[src/rtl/demux2_fifos_pkg.sv]
// demux2_fifos_pkg: shared constants, channel index type and pointer-width helper
package demux2_fifos_pkg;
  localparam int NumChan = 2;
  typedef logic [0:0] chan_t;
  function automatic int ptr_w(input int depth);
    return (depth > 1) ? $clog2(depth) : 1;
  endfunction
endpackage

[src/rtl/demux2_chan_fifo.sv]
// demux2_chan_fifo: one-write/one-read channel FIFO with flush and fill count
// DEMUX2_FIFOS_GATE_EN: gate data_o to zero while the FIFO is empty
module demux2_chan_fifo
  import demux2_fifos_pkg::*;
#(
  parameter int WIDTH = 8,
  parameter int DEPTH = 2
) (
  input  logic                   clk_i,
  input  logic                   rst_ni,
  input  logic                   flush_i,
  input  logic                   push_i,
  input  logic                   pop_i,
  input  logic [WIDTH-1:0]       data_i,
  output logic [WIDTH-1:0]       data_o,
  output logic                   full_o,
  output logic                   empty_o,
  output logic [ptr_w(DEPTH):0]  count_o
);
  localparam int PW = ptr_w(DEPTH);
  logic [WIDTH-1:0] r_mem [DEPTH];
  logic [PW-1:0]    r_wptr;
  logic [PW-1:0]    r_rptr;
  logic [PW:0]      r_count;
  logic             w_push;
  logic             w_pop;
  assign full_o  = r_count == (PW+1)'(DEPTH);
  assign empty_o = r_count == '0;
  assign count_o = r_count;
  // a full FIFO refuses a push even when it pops in the same cycle
  assign w_push  = push_i && !full_o && !flush_i;
  assign w_pop   = pop_i && !empty_o && !flush_i;
  always_ff @(posedge clk_i or negedge rst_ni) begin
    if (!rst_ni) begin
      r_wptr  <= '0;
      r_rptr  <= '0;
      r_count <= '0;
    end else if (flush_i) begin
      r_wptr  <= '0;
      r_rptr  <= '0;
      r_count <= '0;
    end else begin
      r_wptr  <= w_push ? r_wptr + 1'b1 : r_wptr;
      r_rptr  <= w_pop ? r_rptr + 1'b1 : r_rptr;
      r_count <= r_count + (PW+1)'(w_push) - (PW+1)'(w_pop);
    end
  end
  always_ff @(posedge clk_i or negedge rst_ni) begin
    if (!rst_ni) begin
      for (int i = 0; i < DEPTH; i++) r_mem[i] <= '0;
    end else if (w_push) begin
      r_mem[r_wptr] <= data_i;
    end
  end
`ifdef DEMUX2_FIFOS_GATE_EN
  assign data_o = r_mem[r_rptr] & {WIDTH{!empty_o}};
`else
  assign data_o = r_mem[r_rptr];
`endif
endmodule

[src/rtl/demux2_fifos.sv]
// demux2_fifos: valid/ready stream demux into two independently buffered channels
// DEMUX2_FIFOS_GATE_EN: zero data_o of empty channels (handled in demux2_chan_fifo)
module demux2_fifos
  import demux2_fifos_pkg::*;
#(
  parameter int WIDTH = 8,
  parameter int DEPTH = 2
) (
  input  logic                                 clk_i,
  input  logic                                 rst_ni,
  input  logic [WIDTH-1:0]                     data_i,
  input  logic                                 sel_i,
  input  logic                                 valid_i,
  output logic                                 ready_o,
  input  logic                                 flush_i,
  output logic [NumChan-1:0][WIDTH-1:0]        data_o,
  output logic [NumChan-1:0]                   valid_o,
  input  logic [NumChan-1:0]                   ready_i,
  output logic [NumChan-1:0][ptr_w(DEPTH):0]   count_o
);
  chan_t              w_sel;
  logic [NumChan-1:0] w_sel_oh;
  logic [NumChan-1:0] w_full;
  logic [NumChan-1:0] w_empty;
  logic [NumChan-1:0] w_push;
  logic [NumChan-1:0] w_pop;
  assign w_sel    = chan_t'(sel_i);
  assign w_sel_oh = w_sel ? 2'b10 : 2'b01;
  // ready_o looks only at the fill state, never at ready_i
  assign ready_o  = !w_full[w_sel] && !flush_i;
  assign valid_o  = ~w_empty;
  for (genvar c = 0; c < NumChan; c++) begin : g_chan
    assign w_push[c] = valid_i && ready_o && w_sel_oh[c];
    assign w_pop[c]  = !w_empty[c] && ready_i[c] && !flush_i;
    demux2_chan_fifo #(
      .WIDTH(WIDTH),
      .DEPTH(DEPTH)
    ) u_fifo (
      .clk_i  (clk_i),
      .rst_ni (rst_ni),
      .flush_i(flush_i),
      .push_i (w_push[c]),
      .pop_i  (w_pop[c]),
      .data_i (data_i),
      .data_o (data_o[c]),
      .full_o (w_full[c]),
      .empty_o(w_empty[c]),
      .count_o(count_o[c])
    );
  end
endmodule

[config.mk]
export PLATFORM = sky130hd
export DESIGN_NAME = demux2_fifos
export DESIGN_NICKNAME = d
export VERILOG_FILES = /design/src/rtl/demux2_fifos_pkg.sv /design/src/rtl/demux2_chan_fifo.sv /design/src/rtl/demux2_fifos.sv
export SDC_FILE = /design/constraint.sdc
export NUM_CORES = 1
export LEC_CHECK = 0
export CORE_ASPECT_RATIO = 0.75
export CORE_MARGIN = 2
export CORE_UTILIZATION = 40
export DETAILED_ROUTE_END_ITERATION = 8
export HOLD_SLACK_MARGIN = 0.05
export PLACE_DENSITY_LB_ADDON = 0.05
export RECOVER_POWER = 100
export SYNTH_ARGS = -nofsm -noshare
export SYNTH_HDL_FRONTEND = slang
export SYNTH_SLANG_ARGS = --single-unit
[constraint.sdc]
create_clock -name clk_i -period 2.1 [get_ports clk_i]
set_input_delay 0.315 -clock clk_i [delete_from_list [all_inputs] [get_ports clk_i]]
set_output_delay 0.315 -clock clk_i [all_outputs]
set_load 0.01 [all_outputs]
==> load_flow_metrics.sql <==
INSERT INTO impl_metrics (metric_group, metric, value, unit) VALUES
('synthesis', 'synthXorXnorAreaFrac', '2.78', '%'),
('timing', 'rsz0062_at_grt', 'no', ''),
('floorplanning', 'fp_rows', '21', ''),
('clock_tree', 'cts-hold-fix-buffers', '0', ''),
('synthesis', 'synth_top_family_by_area', 'multiplexers', ''),
('critical_path', 'crit_type', 'in2reg', ''),
('synthesis', 'synthesis.yosys.warnings', '0', ''),
('timing', 'timing.final.crit_period', '2000', 'ps'),
('synthesis', 'syn_nets', '153', ''),
('timing', 'fin_tns_setup', '0', 'ps'),
('global_route', 'grt_usage', '15.9', '%'),
('synthesis', 'synth.area.mux_share', '30.2', '%'),
('global_route', 'globalRouteOverflowTotal', '0', ''),
('cells_and_area', 'antenna_cells', '0', ''),
('timing', 'hold_slack', '168', 'ps'),
('clock_tree', 'cts_tree', 'done', ''),
('placed_design', 'place.gp.congestion', '0.705', ''),
('placed_design', 'placement.io_buffers', '37', ''),
('status', 'status', 'finished clean', ''),
('placed_design', 'dpl_worst_slack', '49.6', 'ps'),
('detailed_routing', 'postRouteAntennaNets', '0', ''),
('synthesis', 'postSynthRegisterBits', '40', ''),
('clock_tree', 'clock_tree.htree_level_count', '2', ''),
('critical_path', 'cpLargestDelayFamily', 'buffers and inverters', ''),
('clock_tree', 'cts.reportedPaths.clkPinSlew', '70', 'ps'),
('synthesis', 'synth_compound_area_share', '1.46', '%'),
('timing', 'max_freq', '0.500', 'GHz'),
('floorplanning', 'floorplan.die.width', '83.4', 'um'),
('floorplanning', 'ioPinCount', '38', ''),
('clock_tree', 'ctsRootBufferMaster', 'clkbuf_8', ''),
('critical_path', 'critical_path_peak_fanout', '8', ''),
('timing', 'report.final.setup_viol', '0', ''),
('detailed_routing', 'first_pass_iters', '3', ''),
('floorplanning', 'starting_density', '42.1', '%'),
('cells_and_area', 'final_net_count', '202', ''),
('pwr', 'p_per_area', '1040', 'nW/um^2'),
('critical_path', 'reg2regPathDepth', '3', ''),
('cells_and_area', 'n_fill_cell', '398', ''),
('timing', 'timing_worst_slew_pin_value', '980', 'ps'),
('critical_path', 'setup.worst_path.start_class', 'primary input', ''),
('pwr', 'static-leakage-power', '0.00110', 'uW'),
('pwr', 'power.ir.vdd_worst', '0.497', 'mV'),
('floorplanning', 'dieArea', '5300', 'sq um'),
('detailed_routing', 'count_of_unresolved_drc_violations_after_routing', '0', ''),
('synthesis', 'synth-seq-area-share', '52.9', '%'),
('critical_path', 'crit-reg2reg-launch', 'g_chan[1].u_fifo.count_o[1]$_DFF_PN0_', ''),
('synthesis', 'synth-adder-area-share', '2.65', '%'),
('synthesis', 'synth_cell_type_count', '23', ''),
('clock_tree', 'gates_resized_cts_repair', '1', ''),
('timing', 'fin_max_slew_vios', '0', ''),
('global_route', 'grt_pass1_vias', '1290', ''),
('global_route', 'pin_count_of_the_biggest_net_entering_global_routing', '41', ''),
('detailed_routing', 'wl', '3750', 'um'),
('placed_design', 'post_dp_hpwl', '2630', 'um'),
('clock_tree', 'post_cts.repair.setup_buffers', '0', ''),
('critical_path', 'critical-path-slowest-cell', 'dlygate4sd3_1', ''),
('flow_run', 'max_cap_violations', '0', ''),
('synthesis', 'synth_area_per_inst', '14.1', 'sq um'),
('critical_path', 'cp_data_arrival_time', '2180', 'ps'),
('global_route', 'grt_antenna_before_repair', '0', ''),
('timing', 'finClkSkew', '7.14', 'ps'),
('cells_and_area', 'synthesis_to_finish_area_growth', '29.6', '%'),
('detailed_routing', 'routed_wire_length_per_instance', '15.6', 'um'),
('critical_path', 'setup.worst_path.end_class', 'flip-flop', ''),
('floorplanning', 'floorplan.die.height', '63.6', 'um'),
('timing', 'timing.final.hold_violations', '0', ''),
('synthesis', 'post_syn_instances', '134', ''),
('critical_path', 'crit_path_cell_trace', 'dlygate4sd3_1 -> clkbuf_4 -> nor4b_1 -> buf_12 -> mux2_2', ''),
('placed_design', 'instance_area_after_placement', '2390', 'sq um'),
('hold_path', 'min_path_type', 'in2async', ''),
('timing', 'final_min_period_over_clock_period', '95.2', '%');
[layout by cell type (no fill, tap or decap)]
cell	instances
nor3_1	1
clkbuf_4	1
inv_1	4
nor2b_1	2
o21ai_0	4
bufinv_16	2
clkbuf_8	5
dlygate4sd3_1	8
nand2_1	1
and3_1	1
mux2_1	10
ha_1	4
nand4_1	1
nor4b_1	1
or4_1	1
dfrtp_2	2
nor2b_4	1
clkdlybuf4s50_1	27
xor2_1	4
nand4b_1	1
clkbuf_2	2
dfrtp_1	38
a211oi_1	1
clkbuf_1	3
buf_12	1
mux2_2	38
nand2b_1	3
nor2_1	8
xnor2_1	2
buf_4	4
or2_2	2
[power breakdown]
part           switching (uW)  internal [uW]
registers                 113            974
clock network             264            468
logic                     258            471
[path summary, 6_finish.rpt]
check / endpoint / slack [ps]
worst min register to register: g_chan[1].u_fifo.r_mem[9]$_DFFE_PN0P_ / 500
worst min-delay path: g_chan[1].u_fifo.count_o[1]$_DFF_PN0_ / 170
worst max register to register: g_chan[1].u_fifo.r_mem[14]$_DFFE_PN0P_ / 300
max in group asynchronous: g_chan[0].u_fifo.r_rptr$_DFFE_PN0P_ / 1260
worst max-delay path: g_chan[1].u_fifo.r_mem[2]$_DFFE_PN0P_ / 100
min in group clk_i: g_chan[1].u_fifo.r_mem[9]$_DFFE_PN0P_ / 500
[kinds of logic after synthesis]
family / after synthesis
buf+inv: 8
xor+xnor: 6
flops: 40
mux: 48
simple gates: 23
compound gates: 5
fa+ha+maj: 4
[final cells by class]
type	instances	area, sq um	area share (%)
inverter	4	15.0	0.612
timing repair buffer	46	429	17.5
clock buffer	5	68.8	2.81
tap	57	71.3	2.91
clock inverter	2	60.1	2.45
sequential	40	1000	40.9
multi-input combinational	86	805	32.8
[per-stage QoR]
stage                     cells  util (%)  power [uW]
final                       240      54.6        2550
after global routing        240      54.6        2710
after CTS                   240      56.0        2640
after detailed placement    233      53.1        1900
after global placement      233      53.1        1870
after floorplan             134         -        1520
[Yosys cell counts]
library cell / instances / share of area [%]
clkbuf_1: 3 / 0.60
nand4_1: 1 / 0.33
or2_2: 2 / 0.66
dfrtp_1: 40 / 53
a211oi_1: 1 / 0.40
mux2_4: 8 / 6.3
nor4b_4: 1 / 1.3
xnor2_1: 2 / 0.93
xor2_1: 4 / 1.9
nand4b_1: 1 / 0.46
nand2b_1: 3 / 0.99
ha_1: 4 / 2.6
buf_6: 1 / 0.60
nor2b_4: 1 / 0.73
and3_1: 1 / 0.33
nor2b_1: 2 / 0.66
nor2_1: 8 / 1.6
nand2_1: 1 / 0.20
nor3_1: 1 / 0.26
inv_1: 4 / 0.79
mux2_2: 40 / 24
or4_4: 1 / 0.60
o21ai_0: 4 / 1.1
[metal layers]
metal | GRT usage [%] | wire, um | vias up | part of all wire, %
li1 | - | - | 565 | -
met1 | 21.1 | 1790 | 604 | 48
met2 | 24.2 | 1740 | 23 | 46
met3 | 4.72 | 170 | 5 | 4.5
met4 | 7.26 | 54 | 0 | 1.4
met5 | 0 | 0 | - | 0
[state kept, by name, indices dropped and copies added (netlist names)]
| name | flops |
|---|---|
| g_chan.u_fifo.r_mem | 32 |
| g_chan.u_fifo.count_o | 4 |
| g_chan.u_fifo.r_rptr | 2 |
| g_chan.u_fifo.r_wptr | 2 |
Note: power is estimated with default switching activity, not from simulation.
